<file path="src/rtl/vga_scene_ctrl_if.sv">
// rtl/vga_scene_ctrl_if.sv - VGA DAC pin bundle driven by the scene controller
interface vga_scene_ctrl_if #(parameter int COLOR_W = 8);
    logic               oHS;
    logic               oVS;
    logic               oBLANK_n;
    logic [COLOR_W-1:0] r_data;
    logic [COLOR_W-1:0] g_data;
    logic [COLOR_W-1:0] b_data;

    modport master (output oHS, oVS, oBLANK_n, r_data, g_data, b_data);
    modport slave  (input  oHS, oVS, oBLANK_n, r_data, g_data, b_data);
endinterface

</file>
<file path="src/rtl/vga_scene_ctrl.sv">
// rtl/vga_scene_ctrl.sv - VGA timing plus target-grid / game-scene renderer
// Optional macro HIT_FADE_EN: lit cells drop to half brightness in the last half of their hold.
module vga_scene_ctrl #(
    parameter int H_ACTIVE  = 640,
    parameter int H_FP      = 16,
    parameter int H_SYNC    = 96,
    parameter int H_BP      = 48,
    parameter int V_ACTIVE  = 480,
    parameter int V_FP      = 10,
    parameter int V_SYNC    = 2,
    parameter int V_BP      = 33,
    parameter int N_TGT     = 25,
    parameter int GRID_COLS = 5,
    parameter int CELL_W    = 96,
    parameter int CELL_H    = 80,
    parameter int GRID_X0   = 80,
    parameter int GRID_Y0   = 40,
    parameter int HIT_HOLD  = 30,
    parameter int COLOR_W   = 8
) (
    input  logic             iVGA_CLK,
    input  logic             iRST,
    input  logic [N_TGT-1:0] ir_in,
    input  logic [3:0]       house,
    input  logic             leaderboard,
    input  logic             get_ready,
    input  logic             times_up,
    output logic             frame_tick,
    output logic [1:0]       scene,
    vga_scene_ctrl_if.master vga
);
    localparam int H_TOTAL     = H_ACTIVE + H_FP + H_SYNC + H_BP;
    localparam int V_TOTAL     = V_ACTIVE + V_FP + V_SYNC + V_BP;
    localparam int HS_START    = H_ACTIVE + H_FP;
    localparam int HS_END      = HS_START + H_SYNC;
    localparam int VS_START    = V_ACTIVE + V_FP;
    localparam int VS_END      = VS_START + V_SYNC;
    localparam int ROWS        = (N_TGT + GRID_COLS - 1) / GRID_COLS;
    localparam int HW          = $clog2(HIT_HOLD + 1);
    localparam int XW          = $clog2(H_TOTAL);
    localparam int YW          = $clog2(V_TOTAL);
    localparam int BOARD_LINES = 40;

    typedef enum logic [1:0] {PLAY = 2'd0, READY = 2'd1, TIMESUP = 2'd2, BOARD = 2'd3} scene_t;

    function automatic logic [COLOR_W-1:0] scale8(input logic [7:0] c);
        logic [COLOR_W+7:0] t;
        t = {c, {COLOR_W{1'b0}}};
        return t[COLOR_W+7 -: COLOR_W];
    endfunction

    logic [XW-1:0] h, h_next;
    logic [YW-1:0] v, v_next;
    logic          h_end, frame_end;

    always_comb begin
        h_end     = (int'(h) == H_TOTAL - 1);
        frame_end = h_end && (int'(v) == V_TOTAL - 1);
        h_next    = h_end ? '0 : h + 1'b1;
        v_next    = v;
        if (h_end)
            v_next = (int'(v) == V_TOTAL - 1) ? '0 : v + 1'b1;
    end

    // Cell position tracked by sub-counters that run alongside h/v, so no divide is needed.
    logic        gx_on, gy_on;
    logic [15:0] cx, cy;
    logic [7:0]  col, row, row_base, k;

    always_ff @(posedge iVGA_CLK or posedge iRST) begin
        if (iRST) begin
            h        <= '0;
            v        <= '0;
            gx_on    <= (GRID_X0 == 0);
            gy_on    <= (GRID_Y0 == 0);
            cx       <= '0;
            cy       <= '0;
            col      <= '0;
            row      <= '0;
            row_base <= '0;
        end else begin
            h <= h_next;
            v <= v_next;
            if (int'(h_next) == GRID_X0) begin
                gx_on <= 1'b1;
                cx    <= '0;
                col   <= '0;
            end else if (h_next == '0) begin
                gx_on <= 1'b0;
            end else if (gx_on) begin
                if (int'(cx) == CELL_W - 1) begin
                    cx <= '0;
                    if (int'(col) == GRID_COLS - 1) gx_on <= 1'b0;
                    else                            col   <= col + 1'b1;
                end else begin
                    cx <= cx + 1'b1;
                end
            end
            if (h_end) begin
                if (int'(v_next) == GRID_Y0) begin
                    gy_on    <= 1'b1;
                    cy       <= '0;
                    row      <= '0;
                    row_base <= '0;
                end else if (v_next == '0) begin
                    gy_on <= 1'b0;
                end else if (gy_on) begin
                    if (int'(cy) == CELL_H - 1) begin
                        cy <= '0;
                        if (int'(row) == ROWS - 1) begin
                            gy_on <= 1'b0;
                        end else begin
                            row      <= row + 1'b1;
                            row_base <= row_base + 8'(GRID_COLS);
                        end
                    end else begin
                        cy <= cy + 1'b1;
                    end
                end
            end
        end
    end

    assign k = row_base + col;

    scene_t           scene_q, scene_d;
    logic [3:0]       house_q;
    logic [7:0]       fcnt;
    logic [N_TGT-1:0] ir_catch, ir_samp, ir_now;
    logic [HW-1:0]    hold [N_TGT];

    always_comb begin
        scene_d = scene_q;
        if (frame_end) begin
            if (times_up)         scene_d = TIMESUP;
            else if (leaderboard) scene_d = BOARD;
            else if (get_ready)   scene_d = READY;
            else                  scene_d = PLAY;
        end
    end

    always_ff @(posedge iVGA_CLK or posedge iRST) begin
        if (iRST) scene_q <= PLAY;
        else      scene_q <= scene_d;
    end

    // Short IR pulses are caught during the frame and only acted on at the frame boundary.
    assign ir_now = ir_catch | ir_in;

    always_ff @(posedge iVGA_CLK or posedge iRST) begin
        if (iRST) begin
            house_q  <= '0;
            fcnt     <= '0;
            ir_catch <= '0;
            ir_samp  <= '0;
            for (int i = 0; i < N_TGT; i++) hold[i] <= '0;
        end else if (frame_end) begin
            house_q  <= house;
            fcnt     <= fcnt + 1'b1;
            ir_catch <= '0;
            ir_samp  <= ir_now;
            for (int i = 0; i < N_TGT; i++) begin
                if (ir_now[i] && !ir_samp[i]) hold[i] <= HW'(HIT_HOLD);
                else if (hold[i] != '0)       hold[i] <= hold[i] - 1'b1;
            end
        end else begin
            ir_catch <= ir_now;
        end
    end

    logic [COLOR_W-1:0] c_hi, c_mid, c_dark, hc_r, hc_g, hc_b, pr, pg, pb;
    logic [255:0]       lit_pad;
    logic               active;

    assign c_hi   = scale8(8'hFF);
    assign c_mid  = scale8(8'h80);
    assign c_dark = scale8(8'h20);
    assign active = (int'(h) < H_ACTIVE) && (int'(v) < V_ACTIVE);

    always_comb begin
        hc_r = c_mid;
        hc_g = c_mid;
        hc_b = c_mid;
        if (house_q[0])      begin hc_r = c_hi; hc_g = '0;   hc_b = '0;   end
        else if (house_q[1]) begin hc_r = '0;   hc_g = c_hi; hc_b = '0;   end
        else if (house_q[2]) begin hc_r = c_hi; hc_g = c_hi; hc_b = '0;   end
        else if (house_q[3]) begin hc_r = '0;   hc_g = '0;   hc_b = c_hi; end
    end

    always_comb begin
        lit_pad = '0;
        for (int i = 0; i < N_TGT; i++) lit_pad[i] = (hold[i] != '0);
    end

`ifdef HIT_FADE_EN
    logic [255:0] fade_pad;
    always_comb begin
        fade_pad = '0;
        for (int i = 0; i < N_TGT; i++) fade_pad[i] = (int'(hold[i]) < HIT_HOLD / 2);
    end
`endif

    always_comb begin
        pr = '0;
        pg = '0;
        pb = '0;
        if (active) begin
            case (scene_q)
                PLAY: begin
                    if (gx_on && gy_on && int'(k) < N_TGT) begin
                        if (lit_pad[k]) begin
                            pr = hc_r;
                            pg = hc_g;
                            pb = hc_b;
`ifdef HIT_FADE_EN
                            if (fade_pad[k]) begin
                                pr = hc_r >> 1;
                                pg = hc_g >> 1;
                                pb = hc_b >> 1;
                            end
`endif
                        end else begin
                            pr = c_dark;
                            pg = c_dark;
                            pb = c_dark;
                        end
                    end
                end
                READY: begin
                    pr = hc_r >> 1;
                    pg = hc_g >> 1;
                    pb = hc_b >> 1;
                end
                TIMESUP: begin
                    if (!fcnt[4]) pr = c_hi;
                end
                BOARD: begin
                    if (int'(v) < BOARD_LINES) begin
                        pr = hc_r;
                        pg = hc_g;
                        pb = hc_b;
                    end
                end
                default: ;
            endcase
        end
    end

    always_ff @(posedge iVGA_CLK or posedge iRST) begin
        if (iRST) begin
            vga.oHS      <= 1'b1;
            vga.oVS      <= 1'b1;
            vga.oBLANK_n <= 1'b0;
            vga.r_data   <= '0;
            vga.g_data   <= '0;
            vga.b_data   <= '0;
            frame_tick   <= 1'b0;
        end else begin
            vga.oHS      <= !((int'(h) >= HS_START) && (int'(h) < HS_END));
            vga.oVS      <= !((int'(v) >= VS_START) && (int'(v) < VS_END));
            vga.oBLANK_n <= active;
            vga.r_data   <= pr;
            vga.g_data   <= pg;
            vga.b_data   <= pb;
            frame_tick   <= frame_end;
        end
    end

    assign scene = scene_q;
endmodule
</file>
<file path="src/flat_wrapper.sv">
// flat-port wrapper written by rule: the top's interface ports become plain ports
module vga_scene_ctrl_flat 
#(
    parameter int H_ACTIVE  = 640,
    parameter int H_FP      = 16,
    parameter int H_SYNC    = 96,
    parameter int H_BP      = 48,
    parameter int V_ACTIVE  = 480,
    parameter int V_FP      = 10,
    parameter int V_SYNC    = 2,
    parameter int V_BP      = 33,
    parameter int N_TGT     = 25,
    parameter int GRID_COLS = 5,
    parameter int CELL_W    = 96,
    parameter int CELL_H    = 80,
    parameter int GRID_X0   = 80,
    parameter int GRID_Y0   = 40,
    parameter int HIT_HOLD  = 30,
    parameter int COLOR_W   = 8
)
  (iVGA_CLK, iRST, ir_in, house, leaderboard, get_ready, times_up, frame_tick, scene, vga_oHS, vga_oVS, vga_oBLANK_n, vga_r_data, vga_g_data, vga_b_data);
  vga_scene_ctrl_if #(.COLOR_W(COLOR_W)) vga_i ();
  input  logic iVGA_CLK;
  input  logic iRST;
  input  logic [N_TGT-1:0] ir_in;
  input  logic [3:0] house;
  input  logic leaderboard;
  input  logic get_ready;
  input  logic times_up;
  output logic frame_tick;
  output logic [1:0] scene;
  output wire logic [$bits(vga_i.oHS)-1:0] vga_oHS;
  output wire logic [$bits(vga_i.oVS)-1:0] vga_oVS;
  output wire logic [$bits(vga_i.oBLANK_n)-1:0] vga_oBLANK_n;
  output wire logic [$bits(vga_i.r_data)-1:0] vga_r_data;
  output wire logic [$bits(vga_i.g_data)-1:0] vga_g_data;
  output wire logic [$bits(vga_i.b_data)-1:0] vga_b_data;
  assign vga_oHS = vga_i.oHS;
  assign vga_oVS = vga_i.oVS;
  assign vga_oBLANK_n = vga_i.oBLANK_n;
  assign vga_r_data = vga_i.r_data;
  assign vga_g_data = vga_i.g_data;
  assign vga_b_data = vga_i.b_data;
  vga_scene_ctrl #(.H_ACTIVE(H_ACTIVE), .H_FP(H_FP), .H_SYNC(H_SYNC), .H_BP(H_BP), .V_ACTIVE(V_ACTIVE), .V_FP(V_FP), .V_SYNC(V_SYNC), .V_BP(V_BP), .N_TGT(N_TGT), .GRID_COLS(GRID_COLS), .CELL_W(CELL_W), .CELL_H(CELL_H), .GRID_X0(GRID_X0), .GRID_Y0(GRID_Y0), .HIT_HOLD(HIT_HOLD), .COLOR_W(COLOR_W)) u_core (.iVGA_CLK(iVGA_CLK), .iRST(iRST), .ir_in(ir_in), .house(house), .leaderboard(leaderboard), .get_ready(get_ready), .times_up(times_up), .frame_tick(frame_tick), .scene(scene), .vga(vga_i));
endmodule
</file>
<file path="config.mk">
export PLATFORM = sky130hd
export DESIGN_NAME = vga_scene_ctrl_flat
export DESIGN_NICKNAME = d
export VERILOG_FILES = /design/src/rtl/vga_scene_ctrl_if.sv /design/src/rtl/vga_scene_ctrl.sv /design/src/flat_wrapper.sv
export SDC_FILE = /design/constraint.sdc
export NUM_CORES = 1
export LEC_CHECK = 0
export CORE_MARGIN = 5
export CORE_UTILIZATION = 50
export CTS_BUF_LIST = sky130_fd_sc_hd__clkbuf_2
export CTS_CLUSTER_SIZE = 20
export DETAILED_ROUTE_END_ITERATION = 10
export HOLD_SLACK_MARGIN = 0.12
export PLACE_DENSITY = 0.7
export SYNTH_ARGS = -nofsm -noshare
export SYNTH_HDL_FRONTEND = slang
export SYNTH_SLANG_ARGS = --single-unit
</file>
<file path="constraint.sdc">
create_clock -name iVGA_CLK -period 8.7 [get_ports iVGA_CLK]
set_input_delay 0.87 -clock iVGA_CLK [delete_from_list [all_inputs] [get_ports iVGA_CLK]]
set_output_delay 0.87 -clock iVGA_CLK [all_outputs]
set_load 0.01 [all_outputs]
</file>
==> flow_summary.toml <==
[run_status]
outcome = "completed"

[grt]
grt_start_max_net_pins = 144
grt_pass1_wl_um = 57100
antenna_found_initial = 2
grt_usage_pct = 19.6
overflow = 0
first_global_vias = 12300

[timing]
slew_headroom_pct = 25.4
worst_pin_slew_ps = 1100
setup_tns_ps = 0
period_needed_ps = 3850
hold_viol_final = 0
fmax_mhz = 260
fin_worst_skew_ps = 89.9
maxSlewViolCount = 0
timing.final.crit_share_pct = 44.2
final-setup-viol-count = 0
setup_slack_ps = 4850
rsz0062_at_grt = "false"

[clock_network]
max-clock-path-buffers = 3
cts.repair.resized = 0
tritoncts = "yes"
clk_pin_slew_ps = 90
cts.htree.levels = 3
insertion_delay_ps = 930
holdBufCountCts = 0
cts_sinks = 280
post_cts_buffers = 0
root_buffer = "clkbuf_2"
numCtsBuffers = 79

[synthesis]
synth_ff_type = "dfrtp_1"
synth_cell_types = 86
syn_area_um2 = 15400
seq_area_frac_synth_pct = 45.4
yosysWarningCount = 0
ys_ff_latch = 280
synth_top_area_cell = "dfrtp_1"
syn_inst = 1684
synth_fp_nets = 1789
synthArstFlopShare_pct = 100
synth.area.top_cells = "dfrtp_1 (45%), ha_1 (5.7%), nor2_1 (5.1%)"
synth_edf_count = 0
synth_area_per_cell_um2 = 9.17
synth_top_area_share_pct = 45.0

[worst_setup_path]
critPathLaunchType = "register"
critPathMaxFanout = 19
timing.rr.start = "u_core.h[0]$_DFF_PP0_"
reg2reg_depth = 9
rrSetupSlack_ps = 4850
crit_required_ps = 9500
rr_endpoint = "u_core.cy[8]$_DFFE_PP0P_"
criticalPathCategory = "register to register"
critPathMaxStageDelay_ps = 880
crit_chain = "ha_1 -> and3_1 -> nand3_2 -> o31ai_1 -> o2111ai_2 -> nor4_4 -> or2_1 -> o21ai_4 -> a21oi_2"
end_kind = "register"
critPathSlowestCell = "nor4_4"
arrival_ps = 4640
critical-path-top-delay-family = "simple AND/OR/NAND/NOR gates"
critPathBufInv = 0

[floorplan]
start_util_pct = 50.6
die_height_um = 186
pin_count = 64
rows = 64
dieArea_um2 = 34500
fp.dieW_um = 186
core_area_um2 = 30500

[routing]
post_drt_via_cell_ratio = 5.74
wl_met2_um = 15700
drtIter0Drc = 862
drt-total-wl_um = 33100
firstDrtPassIters = 6
ant_nets = 0
highest_layer = "met4"
wl_met1_um = 15300
vias = 12700
drt-wirelength-per-cell_um = 14.9
drc = 0
wl_met3_um = 1300

[place]
gp_congestion = 0.822
place_ws_ps = 4840
io_buffer_count = 63
hpwl_um = 22000

[power]
p_per_area_nw_per_um2 = 137
leakage_uw = 0.00749
vdd_ir_drop_max_v = 0.000116

[worst_hold_path]
hp-class = "register to register"
min_to = "u_core.fcnt[3]$_DFFE_PP0P_"
hold_depth = 1
min_from = "u_core.fcnt[3]$_DFFE_PP0P_"

[final_layout]
syn2layout_area_growth_pct = 10.2
final_common_cell = "dfrtp_1"
final_nets = 1870
final_cell_mix = "dfrtp_1 (278), nor2_1 (209), nand2_1 (146)"
nFillCells = 2720
drive_above_1_share_pct = 11.5

[flow_run]
drv_cap = 0
-- worst max-delay path by stage --
stage,cells after the start,from,end
5_1_grt,9,u_core.h[0]$_DFF_PP0_,u_core.cy[15]$_DFFE_PP0P_
6_report,9,u_core.h[0]$_DFF_PP0_,u_core.cy[8]$_DFFE_PP0P_
3_5_place_dp,9,u_core.h[0]$_DFF_PP0_,u_core.cy[15]$_DFFE_PP0P_
2_1_floorplan,1,iRST,u_core.col[0]$_DFFE_PP0P_
4_1_cts,9,u_core.h[0]$_DFF_PP0_,u_core.cy[15]$_DFFE_PP0P_
3_3_place_gp,9,u_core.h[0]$_DFF_PP0_,u_core.cy[8]$_DFFE_PP0P_
-- metrics by stage --
step           std cells  hold WS, ps  cell area (µm²)  util [%]  total power, µW
2_1_floorplan       1684          445            15400         -             1370
4_1_cts             2215          412            17000      55.8             2380
3_3_place_gp        2080          458            16300      53.4             1400
6_report            2217          477            17000      55.8             2330
5_1_grt             2217          424            17000      55.8             2470
3_5_place_dp        2080          467            16300      53.4             1400
-- final cells by class --
class	instances	area, µm²	share of cell area (%)
diodes	2	5.00	0.0294
clock buffers	114	571	3.35
clock inverters	21	140	0.823
inverters	97	372	2.18
multi-input cells	1236	7740	45.5
flip-flops and latches	280	7010	41.2
well taps	396	495	2.91
repair buffers	71	691	4.06
-- routing by layer --
metal  vias up  track usage [%]
met5         -                0
met4         0             6.88
met3        77             3.95
met2       261             31.9
met1      6134             26.1
li1       6255                -
-- cells in the mapped netlist, types with 14 or more instances --
| library cell | instances |
|---|---|
| dfrtp_1 | 278 |
| nor2_1 | 211 |
| nand2_1 | 147 |
| o21ai_0 | 143 |
| a21oi_1 | 107 |
| inv_1 | 97 |
| ha_1 | 70 |
| nand3_1 | 50 |
| clkbuf_1 | 41 |
| nor4_1 | 41 |
| and3_1 | 39 |
| xnor2_1 | 35 |
| a21o_1 | 33 |
| nor3_1 | 32 |
| nor4b_1 | 31 |
| a31oi_1 | 21 |
| a41oi_1 | 20 |
| nor3b_1 | 18 |
| a31o_2 | 17 |
| buf_4 | 16 |
| or3_1 | 16 |
| nand4_1 | 14 |
| o21ai_1 | 14 |
-- cell families after synthesis --
kind of cell / after synthesis / synth area share (%)
mux: 14 / 1.41
simple gates: 679 / 22.8
xor+xnor: 44 / 2.49
flops: 280 / 45.4
buf+inv: 168 / 4.68
compound gates: 428 / 17.4
fa+ha+maj: 71 / 5.80
-- power by group --
part	leakage [µW]	internal (µW)	switching, µW
Sequential	0.00317	1310	6.26
Combinational	0.00378	21.6	35.9
Clock	0.000536	407	554
-- flip-flops by register name, summed over array words and instances (netlist names), 10 cells and up --
signal           count
u_core.cx           16
u_core.h            10
u_core.hold        125
u_core.cy           16
u_core.ir_catch     25
u_core.ir_samp      25
u_core.v            10
(Power assumes the default switching activity.)
